<file path="src/rtl/adc_pipe.sv">
// adc_pipe: pipelined add/subtract-with-carry, one CHUNK-bit carry stage per register stage
//
// Parameters:
//   WIDTH      operand/result width, must be a multiple of CHUNK
//   CHUNK      bits resolved per stage; latency STAGES = WIDTH/CHUNK cycles
// Ports:
//   clk        rising-edge clock
//   rst_n      asynchronous active-low reset
//   in_valid   operand beat valid        in_ready   beat accepted this cycle
//   a, b       operands                  C0         carry in
//   sub        1: a + ~b + C0, 0: a + b + C0
//   out_valid  result valid              out_ready  downstream accepts result
//   s          sum/difference            Co         carry out of bit WIDTH-1
//   ovf        signed overflow
// Build option:
//   ADC_PIPE_SAT_EN adds input sat; a sat beat that overflows returns the saturated value.
module adc_pipe #(
  parameter int WIDTH = 32,
  parameter int CHUNK = 8
) (
  input  logic             clk,
  input  logic             rst_n,
  input  logic             in_valid,
  output logic             in_ready,
  input  logic [WIDTH-1:0] a,
  input  logic [WIDTH-1:0] b,
  input  logic             C0,
  input  logic             sub,
`ifdef ADC_PIPE_SAT_EN
  input  logic             sat,
`endif
  output logic             out_valid,
  input  logic             out_ready,
  output logic [WIDTH-1:0] s,
  output logic             Co,
  output logic             ovf
);
  localparam int STAGES = WIDTH / CHUNK;
  localparam int L = STAGES - 1;

  if (WIDTH % CHUNK != 0 || CHUNK > WIDTH) begin : g_bad_cfg
    $error("adc_pipe: WIDTH must be a positive multiple of CHUNK");
  end

  // Per-stage registers. Operands travel whole so the final stage still sees the MSBs
  // for overflow; b is stored already conditionally inverted.
  logic [WIDTH-1:0] a_r [STAGES];
  logic [WIDTH-1:0] b_r [STAGES];
  logic [WIDTH-1:0] s_r [STAGES];
  logic             c_r [STAGES];
  logic             v_r [STAGES];
  logic [WIDTH-1:0] s_d [STAGES];
  logic             c_d [STAGES];
  logic             adv;

  // Whole pipe moves together; it only freezes when the output beat is blocked.
  assign adv = !v_r[L] || out_ready;
  assign in_ready = adv;

  always_comb begin
    logic [WIDTH-1:0] pa, pb, ps;
    logic             pc;
    logic [CHUNK:0]   sm;
    for (int k = 0; k < STAGES; k++) begin
      pa = (k == 0) ? a : a_r[(k == 0) ? 0 : k - 1];
      pb = (k == 0) ? (sub ? ~b : b) : b_r[(k == 0) ? 0 : k - 1];
      ps = (k == 0) ? '0 : s_r[(k == 0) ? 0 : k - 1];
      pc = (k == 0) ? C0 : c_r[(k == 0) ? 0 : k - 1];
      sm = {1'b0, pa[k*CHUNK +: CHUNK]} + {1'b0, pb[k*CHUNK +: CHUNK]} + (CHUNK+1)'(pc);
      s_d[k] = ps;
      s_d[k][k*CHUNK +: CHUNK] = sm[CHUNK-1:0];
      c_d[k] = sm[CHUNK];
    end
  end

  always_ff @(posedge clk or negedge rst_n) begin
    if (!rst_n) begin
      for (int k = 0; k < STAGES; k++) begin
        a_r[k] <= '0;
        b_r[k] <= '0;
        s_r[k] <= '0;
        c_r[k] <= 1'b0;
        v_r[k] <= 1'b0;
      end
    end else if (adv) begin
      for (int k = 0; k < STAGES; k++) begin
        a_r[k] <= (k == 0) ? a : a_r[(k == 0) ? 0 : k - 1];
        b_r[k] <= (k == 0) ? (sub ? ~b : b) : b_r[(k == 0) ? 0 : k - 1];
        v_r[k] <= (k == 0) ? in_valid : v_r[(k == 0) ? 0 : k - 1];
        s_r[k] <= s_d[k];
        c_r[k] <= c_d[k];
      end
    end
  end

  logic a_msb;
  assign a_msb = a_r[L][WIDTH-1];
  assign out_valid = v_r[L];
  assign Co = c_r[L];
  assign ovf = (a_msb == b_r[L][WIDTH-1]) && (s_r[L][WIDTH-1] != a_msb);

`ifdef ADC_PIPE_SAT_EN
  logic sat_r [STAGES];
  always_ff @(posedge clk or negedge rst_n) begin
    if (!rst_n) begin
      for (int k = 0; k < STAGES; k++) sat_r[k] <= 1'b0;
    end else if (adv) begin
      for (int k = 0; k < STAGES; k++) sat_r[k] <= (k == 0) ? sat : sat_r[(k == 0) ? 0 : k - 1];
    end
  end
  // Clamp toward the sign of a: positive overflow -> max, negative -> min.
  assign s = (sat_r[L] && ovf) ? {a_msb, {(WIDTH-1){~a_msb}}} : s_r[L];
`else
  assign s = s_r[L];
`endif
endmodule

</file>
<file path="config.mk">
export PLATFORM = sky130hd
export DESIGN_NAME = adc_pipe
export DESIGN_NICKNAME = d
export VERILOG_FILES = /design/src/rtl/adc_pipe.sv
export SDC_FILE = /design/constraint.sdc
export NUM_CORES = 1
export LEC_CHECK = 0
export ABC_AREA = 0
export BUFFER_PORTS_ARGS = -buffer_cell sky130_fd_sc_hd__buf_2
export CORE_MARGIN = 2
export CORE_UTILIZATION = 53
export CTS_CLUSTER_DIAMETER = 200
export DETAILED_ROUTE_END_ITERATION = 8
export HOLD_SLACK_MARGIN = 0.08
export PLACE_DENSITY = 0.76
export SKIP_CTS_REPAIR_TIMING = 1
export SLEW_MARGIN = 10
export SYNTH_ARGS = -nofsm -noshare
export SYNTH_HDL_FRONTEND = slang
export SYNTH_SLANG_ARGS = --single-unit
</file>
<file path="constraint.sdc">
create_clock -name clk -period 2.25 [get_ports clk]
set_clock_uncertainty 0.05 [all_clocks]
set_input_delay 0 -clock clk [delete_from_list [all_inputs] [get_ports clk]]
set_output_delay 0 -clock clk [all_outputs]
set_load 0.02 [all_outputs]
</file>
==> metrics.cfg <==
[sta]
setup_viol = 0
relSlewSlack_pct = 64.3
fmax_mhz = 459
worst_slack_ps = 69.4
hold_viol_final = 0
slew_viol_final = 0
period_needed_ps = 2180
rsz0062_at_grt = yes
worst_slew_pin_slew_ps = 534
finalCritPeriodShare_pct = 96.9

[critical_path]
cpMaxStageDelayCell = fa_2
crit_type = flip-flop to flip-flop
crit_chain = fa_2 > fa_2 > a211oi_2 > nor2_1 > o31a_1 > o31a_1
required_ps = 2520
end_kind = flip-flop
start_kind = flip-flop
worstPathArrival_ps = 2450
slowest_delay_ps = 410
worstPathMaxFanout = 2

[synthesis]
synth-seq-area-share_pct = 53.6
synth-simple-area-share_pct = 23.6
yosysWarnings = 0
synth_compound_area_share_pct = 9.43
synthMuxAreaShare_pct = 0.461
synth_edf_count = 0
syn-num-nets = 1051
avgSynthCellArea_um2 = 9.20
synthAdderAreaFrac_pct = 5.87
synth_xor_area_share_pct = 3.63
synth_top_family_by_area = simple AND/OR/NAND/NOR gates
synthArstFlopShare_pct = 100
netlist_instances = 945
syn_area_mm2 = 0.00869
synth-seq-cells = 186
synth_cell_types = 40
synth-main-ff-cell = dfrtp_1

[finish]
n_antenna_cell = 0
num-nets-final = 1201
fin_util_pct = 66.6
syn_to_final_growth_pct = 22.1
final_cell_mix = 413 x nand2_1, 186 x dfrtp_1, 104 x buf_2, 56 x dlygate4sd3_1, 48 x o21ai_0
layout_commonest_cell = nand2_1
final_layout_size_suffix_gt1_share_pct = 14.3

[clocking]
cts-root-buf = clkbuf_16
clk_latency_ps = 440
numCtsBuffers = 17
cts_buffer_depth = 2
htree_levels = 4
cts_tree = yes
clk_pin_slew_ps = 70
cts_sinks = 186

[die]
die_y_um = 132
start_util_pct = 54.5
die_width_um = 132
row_count = 46
dieArea_mm2 = 0.0174
io_pins = 106
coreArea_mm2 = 0.0159

[global_routing]
grt.total_usage_pct = 21.0
grt_max_degree = 89
grt_pass1_vias = 6106
antenna_found_initial = 0
grt_pass1_wl_um = 29800
overflow = 0

[pwr]
p_leak_nw = 5.31
power_density_mw_per_mm2 = 1350
ir_worst_vdd_uv = 693
finalPower_mw = 14.4

[routing]
routedWlPerCell_um = 13.6
vias_per_cell = 5.09
via_count = 6736
drc = 0
first_pass_iters = 5
antenna_left = 0
drtIter0Drc = 423
wirelength_um = 18000

[place]
place.gp.congestion = 0.824
place_ws_ps = -40.6
dpl.hpwl_um = 11900
io_buffers = 105

[run]
drv_cap = 0

[status]
status = finished, final reports clean

[worst_hold_path]
hp-class = primary input to flip-flop

[stage by stage]
step	instance area, um2	instances	setup TNS, ps	hold WS, ps
6_report	10600	1324	0	54.0
5_1_grt	10600	1324	-18.4	84.4
4_1_cts	10000	1267	-47.2	-494
3_5_place_dp	9470	1235	-40.6	-38.0
3_3_place_gp	9470	1235	0	-41.6
2_1_floorplan	8700	945	0	-346
[report_power, final]
group | internal [mW] | switching (mW) | total, mW
Clock | 1.62 | 1.26 | 2.87
Sequential | 4.85 | 0.843 | 5.69
Combinational | 2.43 | 3.38 | 5.81
[cell families (layout without fill, tap and decap cells)]
family	after synthesis	after routing
buffers and inverters	63	226
DFF	186	186
and+or+nand+nor	494	494
muxes	4	4
adders and majority gates	36	36
AOI/OAI and AO/OA	126	126
xor gates and xnor gates	36	36
[registers in the layout, indices dropped and copies added, names as in the netlist]
signal	count
Co	1
a_msb	1
a_r	48
b_r	49
c_r	3
out_valid	1
s	32
s_d	48
v_r	3
[metal layers]
layer | part of all wire (%) | global-route usage (%) | up-vias
li1 | - | - | 3412
met1 | 49 | 32.3 | 3164
met2 | 45 | 29.9 | 136
met3 | 4.1 | 3.61 | 24
met4 | 1.6 | 7.79 | 0
met5 | 0 | 0 | -
[final cells by class]
| class | instances | area (um2) |
|---|---|---|
| fill | 1264 | 5330 |
| tap | 216 | 270 |
| clock buffer | 23 | 478 |
| timing repair buffer | 180 | 1310 |
| clock inverter | 9 | 91.3 |
| inverter | 14 | 55.1 |
| sequential | 186 | 4650 |
| multi-input combinational | 696 | 3750 |
[synthesized netlist by cell type (3+ instances only)]
library cell  instances  share of area, %
xnor2_1              26               2.6
or3_1                10              0.72
a211oi_1             16               1.4
inv_1                14              0.60
nor4_1                5              0.36
nand3_1               9              0.52
nand2b_1              3              0.22
a21o_1                7              0.60
o21a_1               11              0.95
nor2b_1               4              0.29
nor3_1                9              0.52
o21bai_1              4              0.35
o21ai_0              48               2.8
clkbuf_1             11              0.48
o31a_1                6              0.60
nand2_1             413                18
nor3b_1              19               1.6
xor2_1               10               1.0
a21oi_1              13              0.75
dfrtp_1             186                54
ha_1                 28               4.0
o31ai_1              10              0.86
fa_1                  8               1.8
or4b_1                3              0.35
and3_1                3              0.22
buf_2                33               1.9
mux2i_1               4              0.46
o2111ai_1             3              0.30
nor2_1               12              0.52
[final timing paths]
| check | to | cells past startpoint | slack [ps] | from |
|---|---|---|---|---|
| worst min-delay path | s_d[65] | 5 | 50 | b[1] |
| worst max register to register | c_r[2] | 6 | 70 | a_r[104] |
| max in group asynchronous | s[6] | 3 | 1440 | rst_n |
| worst min register to register | s[4] | 2 | 410 | s[4] |
| min in group asynchronous | s[5] | 2 | 60 | rst_n |
| worst max-delay path | c_r[2] | 6 | 70 | a_r[104] |
[worst max-delay path: cells and delay by family, from the launching register on]
kind,cells,cell delay (ps)
compound gates,3,750
fa+ha+maj,2,770
flops,1,400
simple gates,1,90
(Power assumes the default switching activity.)
